==> src/rtl/imem_port_arbiter.sv <==
// imem_port_arbiter
//   Shares instruction RAM port B (word address, byte write enables, 32-bit data,
//   1-cycle synchronous read) between requester 0 (debug host) and requester 1
//   (program loader / self-test engine). Round-robin arbitration with burst lock;
//   read data is returned to the issuing requester the cycle after issue.
// Ports (requester i fields are packed at [i*W +: W]):
//   clk_i, rst_i              clock, synchronous active-high reset
//   rq_valid_i/rq_ready_o     per-requester request handshake (ready = grant)
//   rq_lock_i                 keep grant after this transfer (burst continues)
//   rq_addr_i/we_i/wdata_i    per-requester word address, byte enables, write data
//   rs_valid_o/rs_rdata_o     per-requester read-response strobe, shared read data
//   mem_addr_o/we_o/wdata_o   to RAM port B
//   mem_rdata_i               from RAM port B, valid the cycle after the address
module imem_port_arbiter #(
  parameter int AW = 30,
  parameter int DW = 32
) (
  input  logic                clk_i,
  input  logic                rst_i,
  input  logic [1:0]          rq_valid_i,
  output logic [1:0]          rq_ready_o,
  input  logic [1:0]          rq_lock_i,
  input  logic [2*AW-1:0]     rq_addr_i,
  input  logic [2*(DW/8)-1:0] rq_we_i,
  input  logic [2*DW-1:0]     rq_wdata_i,
  output logic [1:0]          rs_valid_o,
  output logic [DW-1:0]       rs_rdata_o,
  output logic [AW-1:0]       mem_addr_o,
  output logic [DW/8-1:0]     mem_we_o,
  output logic [DW-1:0]       mem_wdata_o,
  input  logic [DW-1:0]       mem_rdata_i
);

  localparam int BW = DW / 8;

  logic last_grant_q, last_grant_d;
  logic locked_q, locked_d;
  logic lock_owner_q, lock_owner_d;
  logic rs_pend_q, rs_pend_d;
  logic rs_owner_q, rs_owner_d;

  logic          gnt_idx;
  logic          xfer;
  logic          sel;
  logic [BW-1:0] sel_we;

  // State register
  always_ff @(posedge clk_i) begin
    if (rst_i) begin
      last_grant_q <= 1'b1;
      locked_q     <= 1'b0;
      lock_owner_q <= 1'b0;
      rs_pend_q    <= 1'b0;
      rs_owner_q   <= 1'b0;
    end else begin
      last_grant_q <= last_grant_d;
      locked_q     <= locked_d;
      lock_owner_q <= lock_owner_d;
      rs_pend_q    <= rs_pend_d;
      rs_owner_q   <= rs_owner_d;
    end
  end

  // Next-state logic
  always_comb begin
    last_grant_d = last_grant_q;
    locked_d     = locked_q;
    lock_owner_d = lock_owner_q;
    rs_pend_d    = 1'b0;
    rs_owner_d   = rs_owner_q;
    if (xfer) begin
      last_grant_d = gnt_idx;
      // A transfer by the owner without lock ends the burst in the same cycle.
      locked_d     = rq_lock_i[gnt_idx];
      lock_owner_d = gnt_idx;
      rs_pend_d    = (sel_we == '0);
      rs_owner_d   = gnt_idx;
    end
  end

  // Output logic: arbitration, memory mux, response routing
  always_comb begin
    gnt_idx = 1'b0;
    xfer    = 1'b0;
    if (!rst_i) begin
      if (locked_q) begin
        // Owner keeps the port even while idle; the other side waits.
        gnt_idx = lock_owner_q;
        xfer    = rq_valid_i[lock_owner_q];
      end else if (&rq_valid_i) begin
        gnt_idx = ~last_grant_q;
        xfer    = 1'b1;
      end else if (rq_valid_i[1]) begin
        gnt_idx = 1'b1;
        xfer    = 1'b1;
      end else begin
        gnt_idx = 1'b0;
        xfer    = rq_valid_i[0];
      end
    end

    // Idle cycles drive requester 0 fields onto the memory bus.
    sel         = xfer & gnt_idx;
    sel_we      = sel ? rq_we_i[BW +: BW] : rq_we_i[0 +: BW];
    mem_addr_o  = sel ? rq_addr_i[AW +: AW] : rq_addr_i[0 +: AW];
    mem_wdata_o = sel ? rq_wdata_i[DW +: DW] : rq_wdata_i[0 +: DW];
    mem_we_o    = xfer ? sel_we : '0;

    rq_ready_o    = 2'b00;
    rq_ready_o[0] = xfer & ~gnt_idx;
    rq_ready_o[1] = xfer & gnt_idx;

    // Gated by rst_i so a read issued just before reset returns nothing.
    rs_valid_o    = 2'b00;
    rs_valid_o[0] = rs_pend_q & ~rs_owner_q & ~rst_i;
    rs_valid_o[1] = rs_pend_q & rs_owner_q & ~rst_i;
    rs_rdata_o    = mem_rdata_i;
  end

endmodule
==> config.mk <==
export PLATFORM = sky130hd
export DESIGN_NAME = imem_port_arbiter
export DESIGN_NICKNAME = d
export VERILOG_FILES = /design/src/rtl/imem_port_arbiter.sv
export SDC_FILE = /design/constraint.sdc
export NUM_CORES = 1
export LEC_CHECK = 0
export CORE_AREA = 2 2 104 106
export CTS_CLUSTER_SIZE = 28
export DETAILED_ROUTE_END_ITERATION = 8
export DIE_AREA = 0 0 106 108
export GPL_TIMING_DRIVEN = 0
export HOLD_SLACK_MARGIN = 0.15
export PLACE_DENSITY = 0.67
export SLEW_MARGIN = 40
export SYNTH_ARGS = -nofsm -noshare
export SYNTH_HDL_FRONTEND = slang
export SYNTH_SLANG_ARGS = --single-unit
==> constraint.sdc <==
create_clock -name clk_i -period 3 [get_ports clk_i]
set_input_delay 0.9 -clock clk_i [delete_from_list [all_inputs] [get_ports clk_i]]
set_output_delay 0.9 -clock clk_i [all_outputs]
set_load 0.05 [all_outputs]
---- Word-level counts from Yosys, hierarchy flattened ----
Index checks and enable logic that the tools add are counted.
word-level totals
  flip-flop bits (word level) ............. 4
  input bits .............................. 170
  output and inout port bits .............. 102
  logic and storage cells ................. 36
operators by class
  order comparisons ....................... 2
  multiplexer cells ....................... 16
  bitwise logic cells ..................... 11
  reductions and logical operators ........ 3
operators by type and width
  cell                                                         number
  two-way mux 32 bit                                           1
  two-way mux 30 bit                                           1
  two-way mux 1 bit                                            12
  two-way mux 4 bit                                            2
  bitwise AND 1 bit                                            6
  inverter 1 bit                                               5
  logical NOT 4 bit                                            1
  less-than comparator 1 x 2 -> 1 bit (second input constant)  2
  AND reduction 2 bit                                          1
  OR reduction 2 bit                                           1

---- Longest topological paths before layout ----
Gate-level depths: netlist of the first run.
  word-level depth ........................ 7
  mapped depth ............................ 6
  gate-level depth less buffers ........... 3

---- Worst setup path before layout of the first run ----
No wires, ideal clock.
  kind .................................... input-to-output
  start point ............................. input port rq_valid_i[1]
  end point ............................... output port rq_ready_o[0]
  arrival ................................. 3,525 ps
  required time ........................... 2,100 ps
  setup slack ............................. -1,425 ps
  stages .................................. 2
  path buffers ............................ 0
  cell sequence ........................... nor3b_1 -> a2111oi_0
on the way
  longest elaborated chain between the ends .. 6
  elaborated cells on any way between the ends .. 13
  those cells by class .................... mux (10); bitwise (2); reduce/logical (1)
RTL lines
  what                                                      line    RTL
  from (decl)                                               20      input logic [1:0] rq_valid_i,
  two-way mux 1 bit or AND reduction 2 bit (tied branches)  93, 90
  two-way mux 1 bit                                         90      end else if (&rq_valid_i) begin
  two-way mux 1 bit                                         86      if (locked_q) begin
  two-way mux 1 bit                                         85      if (!rst_i) begin
  inverter 1 bit                                            110     rq_ready_o[0] = xfer & ~gnt_idx;
  bitwise AND 1 bit (*)                                     110
  to (decl)                                                 21      output logic [1:0] rq_ready_o,
Mark *: on every way between the ends. The rest lies on a longest branch, timed or not. The select of a mux whose other input is x is not followed.

---- Worst setup path after layout of the first run ----
  start point ............................. input port rst_i
  end point ............................... output port mem_wdata_o[6]
on the way
  longest elaborated chain between the ends .. 3
  elaborated cells on any way between the ends .. 4
  those cells by class .................... mux (3); bitwise (1)
RTL lines
  what                    line  RTL
  from (decl)             19    input logic rst_i,
  two-way mux 1 bit       85
  bitwise AND 1 bit (*)   103   sel = xfer & gnt_idx;
  two-way mux 32 bit (*)  106   mem_wdata_o = sel ? rq_wdata_i[DW +: DW] : rq_wdata_i[0 +: DW];
  to (decl)               30    output logic [DW-1:0] mem_wdata_o,
Mark *: on every way between the ends. The rest lies on a longest branch, timed or not.

==> results of run 1 <==
-- routing by layer --
layer / track usage / vias up
met1: 0.128 / 996
met5: 0 / -
met3: 0.0380 / 7
met2: 0.257 / 156
met4: 0.0141 / 0
li1: - / 1047
-- layout make-up --
class / count / share of cell area
Clock buffer: 3 / 0.00925
Buffer: 39 / 0.0751
Tap cell: 136 / 0.0381
Inverter: 3 / 0.00252
Timing Repair Buffer: 256 / 0.615
Multi-Input combinational cell: 103 / 0.242
Sequential cell: 4 / 0.0179
-- cells in the final DEF, fill, tap and decap left out, drive strengths merged --
master         count
a211oi             1
o21ai              1
nor4               2
clkdlybuf4s50    166
nor2               2
nand3b             2
and3b              2
or4                1
o31ai              5
bufbuf             1
nor2b              1
and4               1
mux2              62
and3               1
inv                3
a21oi              6
dfxtp              4
nand2b             2
dlygate4sd2        2
nand2              1
clkdlybuf4s15      1
a2111oi            1
nand3              2
mux2i              1
clkbuf             8
buf              120
a211o              2
nand4              4
and2b              1
nor3b              2
-- worst max-delay path, stage by stage --
cell	delay (ns)
buf_8	0.09
and2b_4	0.27
nand3_4	0.12
buf_8	0.16
clkbuf_16	0.15
mux2_4	0.31
buf_6	0.16
-- worst max-delay path by stage --
stage                        startpoint              end  slack, ns  cells after the start
after detailed placement          rst_i  mem_wdata_o[14]      -1.28                      6
after floorplan           rq_valid_i[0]      mem_we_o[2]      -0.01                      4
final                             rst_i   mem_wdata_o[6]      -0.07                      7
after CTS                         rst_i  mem_wdata_o[30]      -0.09                      7
after global routing              rst_i  mem_wdata_o[30]      -0.11                      7
after global placement            rst_i  mem_wdata_o[13]      -1.27                      6
-- registers in the layout (all words and copies together) (netlist names) --
signal	flops
locked_q	1
rs_owner_q	1
last_grant_q	1
rs_pend_q	1
-- power by group --
| part | leakage [nW] | internal (mW) | switching (mW) | total, mW |
|---|---|---|---|---|
| Sequential | 0.0330 | 0.0588 | 0.00972 | 0.0685 |
| Combinational | 1.91 | 0.538 | 0.562 | 1.10 |
| Clock | 0.0216 | 0.0859 | 0.0318 | 0.118 |
-- through the flow --
stage	TNS (ns)	setup slack [ns]
6_report	-1.76	-0.0689
5_1_grt	-3.99	-0.113
4_1_cts	-1.50	-0.0860
3_5_place_dp	-83.74	-1.28
3_3_place_gp	-82.78	-1.27
2_1_floorplan	-0.0243	-0.0110
-- logic make-up after synthesis --
| logic type | synth area share |
|---|---|
| multiplexers | 0.517 |
| buffers and inverters | 0.236 |
| AND/OR/NAND/NOR | 0.116 |
| AO/OA/AOI/OAI | 0.0744 |
| flip-flops | 0.0560 |
-- repair_timing --
action                     CTS  global route
setup buffers               11             0
setup endpoints to repair   70            65
cloned                       4             3
pin swaps                    2             0
gates resized for setup    497            17
==> results.md, run 1 <==
- Largest area contributor in the netlist: mux2_2
- Detailed Route WL: 8.10 mm
- Count leader, synth: mux2_2
- Worst VDD drop: 161 µV
- P&R area growth vs syn: 213%
- Hold_buf cts: 0
- Min-Delay Path Class: reg2reg
- Outcome: complete, but fails checks
- Seq/Total Area, Yosys: 0.0560
- # fillers: 956
- GR Util All Layers: 0.125
- Post-Layout Cell Count: 544
- Hold Path Origin: rs_owner_q$_SDFFE_PP0P_
- Clock Pin Slew Worst Setup and Hold Paths: 0.03 ns
- Mapped cell area: 0.00143 mm²
- Async S/R FF share, synth: 0
- DP Area: 0.00401 mm²
- Hold Vio Cnt, Final: 0
- Largest net degree at the start of global routing: 11
- RSZ-0062 raised after global routing: true
- Post-synth EDFFs: 0
- Starting Density: 0.140
- Worst Setup End Kind: primary output
- Die span in y: 108 µm
- Initial antenna violation count: 0
- GRT overflow: 0
- Final period util: 1.02
- Critical path type: in2out
- Commonest register cell after synthesis: dfxtp_1
- Clk_lat worst skew: 0.22 ns
- MaxCap Viol Count: 0
- Hpwl dp: 6.45 mm
- RR Startpoint: locked_q$_SDFFE_PP0P_
- Via Count: 2,206
- Number of port buffers: 239
- Post-route cell area: 0.00447 mm²
- Layout cells sized above 1: 0.490
- Violated checks: negative setup slack
- Row cnt: 37
- Crit path max fanout: 5
- Maximum achievable frequency: 326 MHz
- Total chip power: 1.29 mW
- Core Util, Final: 0.436
- DR vias/cell: 4.06
- Total CTS buffers: 3
- I/O pin count: 272
- Top cells by area, synth: mux2_2, buf_4, mux2_4, dfxtp_1, buf_6
- Clock tree sinks: 4
- Inserted Diodes: 0
- Yosys synthesis warning count: 0
- Syn Area/Cell: 9.53 µm²
- Hold slack: 0.579 ns
- Die width: 106 µm
- Cell depth of the worst flop-to-flop path: 6
- GP Congestion: 0.763
- Core Area: 0.0102 mm²
- Max layer used: met4
- Final ANT Viol Nets: 0
- Post-layout min period: 3.07 ns
- Metal2 WL: 4.57 mm
- Slew margin rel.: 0.637
- Final #Nets: 580
- Drt pass-1 iters: 4
- Die area: 0.0114 mm²
- # DRC: 0
- Worst Clk Skew: 0.00255 ns
- Clock root cell: clkbuf_8
- Worst-Margin Slew: 0.543 ns
- Clock buffer depth: 2
- Flop-to-flop setup slack: 1.39 ns
- Synth top area share: 0.418
- Met3 wire len: 785 µm
- Iteration-0 DRC Markers: 36
- Hold path cells: 2
- Placed cells: 525
- H-tree depth: 1
- Final setup viols: 55
- Storage element area: 80.1 µm²
- Footprint of the multi-input gates: 0.00108 mm²
- Crit path DAT: 2.17 ns
- CP startpoint kind: input port
- Slack of the critical path: -0.0689 ns
- Distinct cells, synth: 30
- First-pass GRT wire length: 11.5 mm
- Most common library cells after synthesis: mux2_2, buf_4, mux2_4
- Max-slew violation count: 0
- Vias in the first global route: 2,235
- Worst path required time: 2.10 ns
- Post-Syn Instances: 150
- Worst reg2reg path endpoint: rs_pend_q$_SDFF_PP0_
- Synth Net Count: 320
- Pwr Density: 288 mW/mm²
- M1 WL: 2.71 mm
- CTS tree: yes
- Pleak: 1.97 nW
- Avg WL per Cell: 14.9 µm
- WHS Endpoint: rs_owner_q$_SDFFE_PP0P_
- Yosys reg bits: 4
Power figures use the tool's default switching activity.
==> run 2: changes to the inputs <==
Settings changed: SETUP_SLACK_MARGIN from default to 0.15.
==> run 2 against run 1 <==
The flow still finishes with violations (negative setup slack). Critical path depth decreased by 1. Non-clock buffer count unchanged. Clock skew increased by 0.0032 ns. Die area unchanged. Global-route usage increased by 0.31 points. Maximum frequency increased by 1.2%. Sequential cell count unchanged.
==> results.md, run 2 (synthesis gave the netlist of run 1 again) <==
- Outcome: complete, but fails checks
- Violated checks: negative setup slack
- GRT overflow: 0 (unchanged)
- M1 WL: 2.99 mm (+11%)
- Pwr Density: 288 mW/mm² (about the same)
- First-pass GRT wire length: 11.6 mm (+1.3%)
- Clock Pin Slew Worst Setup and Hold Paths: 0.03 ns (about the same)
- I/O pin count: 272 (unchanged)
- Min-Delay Path Class: reg2reg
- Vias in the first global route: 2,259 (+1.1%)
- Total CTS buffers: 3 (unchanged)
- GR Util All Layers: 0.128 (+0.00306)
- Crit-path cells: buf_8, and2b_4, nand3_4, clkbuf_16, mux2_4, buf_6
- Avg WL per Cell: 15.0 µm (+1.0%)
- Final ANT Viol Nets: 0 (unchanged)
- Worst Clk Skew: 0.00571 ns (+0.00315 ns)
- Maximum achievable frequency: 330 MHz (+1.2%)
- Worst-Margin Slew: 0.564 ns (+0.0209 ns)
- Core Area: 0.0102 mm² (unchanged)
- Pleak: 1.92 nW (-2.3%)
- Worst path required time: 2.10 ns (about the same)
- Starting Density: 0.140 (unchanged)
- CP max stage cell: mux2_4
- MaxCap Viol Count: 0 (unchanged)
- CP top delay family: simple AND/OR/NAND/NOR gates
- Inserted Diodes: 0 (unchanged)
- Storage element area: 80.1 µm² (unchanged)
- CP startpoint kind: input port
- Clk_lat worst skew: 0.22 ns (about the same)
- Crit path max fanout: 7 (+2)
- Crit path DAT: 2.13 ns (-0.04 ns)
- Slack of the critical path: -0.0332 ns (+0.0357 ns)
- Max-slew violation count: 0 (unchanged)
- Post-Layout Cell Count: 544 (unchanged)
- Die area: 0.0114 mm² (unchanged)
- Hold Vio Cnt, Final: 0 (unchanged)
- Clock tree sinks: 4 (unchanged)
- Initial antenna violation count: 0 (unchanged)
- DR vias/cell: 3.95 (-2.6%)
- Buf/Inv on CP: 3 (-1)
- Row cnt: 37 (unchanged)
- Die width: 106 µm (unchanged)
- Final period util: 1.01 (-0.0119)
- Total chip power: 1.28 mW (-0.21%)
- Clock buffer depth: 2 (unchanged)
- GP Congestion: 0.748 (-1.9%)
- Worst VDD drop: 117 µV (-27%)
- Worst Setup End Kind: primary output
- Most frequent cells in the layout: clkdlybuf4s50_1, buf_6, mux2_2, buf_4, buf_8
- Via Count: 2,149 (-2.6%)
- Number of port buffers: 239 (unchanged)
- DP Worst Slack: -1.32 ns (-0.0382 ns)
- P&R area growth vs syn: 212%
- Layout cells sized above 1: 0.507 (+0.0172)
- Post-layout min period: 3.03 ns (-0.0357 ns)
- Die span in y: 108 µm (unchanged)
- Max layer used: met4
- Final #Nets: 580 (unchanged)
- Final setup viols: 47 (-15%)
- Placed cells: 525 (unchanged)
- H-tree depth: 1 (unchanged)
- Hold slack: 0.601 ns (+0.0216 ns)
- CTS tree: yes
- Critical path type: in2out
- Drt pass-1 iters: 4 (unchanged)
- RSZ-0062 raised after global routing: true
- Hold_buf cts: 0 (unchanged)
- # DRC: 0 (unchanged)
- Detailed Route WL: 8.18 mm (+1.0%)
- Metal2 WL: 4.55 mm (-0.42%)
- Slew margin rel.: 0.624 (-0.0136)
- # fillers: 949 (-0.73%)
- Footprint of the multi-input gates: 0.00110 mm² (+1.5%)
- Most common cell after layout, fill and taps aside: clkdlybuf4s50_1
- Core Util, Final: 0.435 (-0.00110)
- Max incr delay on CP: 0.30 ns (about the same)
- Hpwl dp: 6.74 mm (+4.4%)
- Iteration-0 DRC Markers: 47 (+31%)
- Largest net degree at the start of global routing: 11 (unchanged)
- Met3 wire len: 599 µm (-24%)
- Clock root cell: clkbuf_8
==> run 2: cell type report <==
class                   instances  share of cell area
well taps                     136              0.0382
inverters                       3             0.00253
clock buffers                   3             0.00927
plain buffers                  41              0.0812
flip-flops and latches          4              0.0180
repair buffers                254               0.604
multi-input cells             103               0.246
==> run 2: timing repair <==
action,CTS,global route
cloned,3,1
setup buffers,10,2
resized for setup,508,25
setup endpoints to repair,70,68
pin swaps,3,8
==> run 2: where the power goes <==
group / leakage [nW] / internal, mW / switching [mW]
Clock: 0.0216 / 0.0858 / 0.0302
Combinational: 1.87 / 0.532 / 0.566
Sequential: 0.0330 / 0.0588 / 0.00987
==> run 2: worst paths after layout <==
| check | start | endpoint | slack [ns] | depth (start not counted) |
|---|---|---|---|---|
| setup / recovery | rst_i | mem_wdata_o[26] | -0.03 | 6 |
| hold / removal | rs_owner_q$_SDFFE_PP0P_ | rs_owner_q$_SDFFE_PP0P_ | 0.60 | 2 |
| setup reg to reg | rs_owner_q$_SDFFE_PP0P_ | rs_pend_q$_SDFF_PP0_ | 1.24 | 7 |
| hold reg to reg | rs_owner_q$_SDFFE_PP0P_ | rs_owner_q$_SDFFE_PP0P_ | 0.60 | 2 |
==> run 2: routing by layer <==
metal  track usage  vias to the layer above
li1              -                     1040
met1         0.148                      983
met2         0.247                      122
met3        0.0253                        4
met4        0.0226                        0
met5             0                        -
==> run 2: worst reg2reg max path, cell delays in order (launching register included) <==
cell       delay [ns]
dfxtp_1          0.47
nand2b_1         0.15
buf_4            0.18
nand3_4          0.19
clkbuf_16        0.22
buf_6            0.12
buf_4            0.12
a211oi_1         0.22
==> run 2: through the flow <==
stage | area, µm² | setup TNS [ns]
finish | 4450 | -0.834
global route | 4450 | -3.45
CTS | 4330 | -2.02
detailed placement | 4010 | -83.10
global placement | 4010 | -83.43
floorplan | 1450 | -0.0243
==> run 3: changes to the inputs <==
Settings changed: HOLD_SLACK_MARGIN 0.15 to 0.12, TNS_END_PERCENT from default to 1.
==> run 3 against run 2 <==
The flow still finishes with violations (negative setup slack). Clock skew fell by 0.0045 ns. Worst setup slack got worse by 0.041 ns. Register-to-register slack improved by 0.29 ns. Critical path depth rose by 1. Clock power barely moved. Global-route usage fell by 1.1 points. Maximum frequency fell by 1.3%. First-iteration DRC count rose by 11%. Cell area rose by 0.14%. Core utilization rose by 0.061 points. Sequential cell count did not move. Worst hold slack improved by 0.0072 ns. Largest cell class unchanged. Highest routed layer unchanged.
==> results.md, run 3 (synthesis gave the netlist of run 1 again) <==
- Inserted Diodes: 0 (unchanged)
- GP Congestion: 0.773 (+3.2%)
- DP Area: 0.00400 mm² (-0.22%)
- Hold slack: 0.608 ns (+0.00721 ns)
- Min-Delay Path Class: reg2reg
- Most common cell after layout, fill and taps aside: clkdlybuf4s50_1
- Hold path cells: 2 (unchanged)
- First-pass GRT wire length: 11.0 mm (-5.2%)
- Hold Vio Cnt, Final: 0 (unchanged)
- Placed cells: 525 (unchanged)
- Footprint of the multi-input gates: 0.00109 mm² (-0.57%)
- Die area: 0.0114 mm² (unchanged)
- Iteration-0 DRC Markers: 52 (+11%)
- Clock root cell: clkbuf_8
- Final period util: 1.02 (+0.0137)
- Number of port buffers: 239 (unchanged)
- GRT overflow: 0 (unchanged)
- Die span in y: 108 µm (unchanged)
- Hpwl dp: 6.17 mm (-8.4%)
- Clk_lat worst skew: 0.22 ns (about the same)
- Final setup viols: 62 (+32%)
- Clock tree sinks: 4 (unchanged)
- Worst-Margin Slew: 0.529 ns (-0.0345 ns)
- Final ANT Viol Nets: 0 (unchanged)
- Via Count: 2,186 (+1.7%)
- Total chip power: 1.28 mW (-0.21%)
- Cell depth of the worst flop-to-flop path: 6 (-1)
- Max-slew violation count: 0 (unchanged)
- Avg WL per Cell: 13.9 µm (-7.6%)
- Core Area: 0.0102 mm² (unchanged)
- Flop-to-flop setup slack: 1.53 ns (+0.29 ns)
- Slew margin rel.: 0.646 (+0.0226)
- Hold_buf cts: 0 (unchanged)
- Largest net degree at the start of global routing: 11 (unchanged)
- Clock buffer depth: 2 (unchanged)
- Hold Path Origin: rs_owner_q$_SDFFE_PP0P_
- H-tree depth: 1 (unchanged)
- Worst Setup End Kind: primary output
- Detailed Route WL: 7.57 mm (-7.6%)
- RSZ-0062 raised after global routing: true
- Storage element area: 80.1 µm² (unchanged)
- Post-route cell area: 0.00446 mm² (+0.14%)
- MaxCap Viol Count: 0 (unchanged)
- Row cnt: 37 (unchanged)
- Crit path capture: mem_wdata_o[9]
- Crit path DAT: 2.17 ns (+0.04 ns)
- CP startpoint kind: input port
- Clock Pin Slew Worst Setup and Hold Paths: 0.03 ns (about the same)
- # fillers: 968 (+2.0%)
- Layout cells sized above 1: 0.498 (-0.00980)
- I/O pin count: 272 (unchanged)
- Post-Layout Cell Count: 544 (unchanged)
- Crit-path cells: buf_8, and2b_4, nand3_4, buf_12, buf_12, mux2_4, buf_8
- DP Worst Slack: -1.30 ns (+0.0155 ns)
- Total CTS buffers: 3 (unchanged)
- Worst Clk Skew: 0.00123 ns (-0.00448 ns)
- Drt pass-1 iters: 4 (unchanged)
- CTS tree: yes
- Initial antenna violation count: 0 (unchanged)
- Maximum achievable frequency: 325 MHz (-1.3%)
- Vias in the first global route: 2,303 (+1.9%)
- Outcome: complete, but fails checks
- Crit path max fanout: 5 (-2)
- # DRC: 0 (unchanged)
- Slack of the critical path: -0.0744 ns (-0.0411 ns)
- Most frequent cells in the layout: clkdlybuf4s50_1, buf_6, mux2_2, buf_4, mux2_4
- Worst reg2reg path endpoint: rs_pend_q$_SDFF_PP0_
- Pwr Density: 287 mW/mm² (-0.35%)
- Starting Density: 0.140 (unchanged)
- P&R area growth vs syn: 212%
- DR vias/cell: 4.02 (+1.7%)
- Violated checks: negative setup slack
- Post-layout min period: 3.07 ns (+0.0411 ns)
- Die width: 106 µm (unchanged)
- Max incr delay on CP: 0.31 ns (about the same)
- Worst VDD drop: 272 µV (+130%)
- Final #Nets: 580 (unchanged)
- Pleak: 1.94 nW (+0.78%)
- GR Util All Layers: 0.118 (-0.0106)
- Crit path from: rst_i
- CP max stage cell: mux2_4
- Worst path required time: 2.10 ns (about the same)
- Critical path type: in2out
- RR Startpoint: rs_owner_q$_SDFFE_PP0P_
-- run 3: how the worst min path moves through the flow --
stage / end / slack, ns
2_1_floorplan: rs_owner_q$_SDFFE_PP0P_ / 0.52
3_3_place_gp: rs_owner_q$_SDFFE_PP0P_ / 0.58
3_5_place_dp: last_grant_q$_SDFFE_PP1P_ / 0.59
4_1_cts: rs_owner_q$_SDFFE_PP0P_ / 0.59
5_1_grt: rs_owner_q$_SDFFE_PP0P_ / 0.63
6_report: rs_owner_q$_SDFFE_PP0P_ / 0.61
-- run 3: timing repair --
item                       in CTS  in global routing
resized for setup             514                 15
setup endpoints to repair      70                 68
setup buffers                  10                  2
cloned                          4                  0
hold endpoints to repair        0                  0
pin swaps                       7                  7
-- run 3: stage by stage --
step / TNS (ns) / utilization
2_1_floorplan: -0.0353 / -
3_3_place_gp: -83.30 / 0.391
3_5_place_dp: -84.98 / 0.391
4_1_cts: -2.77 / 0.429
5_1_grt: -4.01 / 0.436
6_report: -2.35 / 0.436
-- run 3: metal layers --
layer | up-vias | track usage | part of all wire
li1 | 1041 | - | -
met3 | 8 | 0.0332 | 0.10
met4 | 0 | 0.0263 | 0.013
met2 | 140 | 0.231 | 0.54
met1 | 997 | 0.125 | 0.34
met5 | - | 0 | 0
-- run 3: area by class of cell --
cell class | instances | share of cell area
repair buffers | 254 | 0.606
well taps | 136 | 0.0381
flip-flops and latches | 4 | 0.0180
plain buffers | 41 | 0.0819
inverters | 3 | 0.00252
multi-input cells | 103 | 0.245
clock buffers | 3 | 0.00926
-- run 3: worst max-delay path: cells and delay by family --
| kind | cells | cell delay, ns |
|---|---|---|
| muxes | 1 | 0.31 |
| and+or+nand+nor | 2 | 0.39 |
| buffers and inverters | 4 | 0.55 |
-- run 3: report_power, final --
| group | internal [mW] | switching, mW | total [mW] |
|---|---|---|---|
| registers | 0.0588 | 0.0105 | 0.0693 |
| clock network | 0.0858 | 0.0312 | 0.117 |
| logic | 0.535 | 0.559 | 1.09 |
| total | 0.680 | 0.601 | 1.28 |
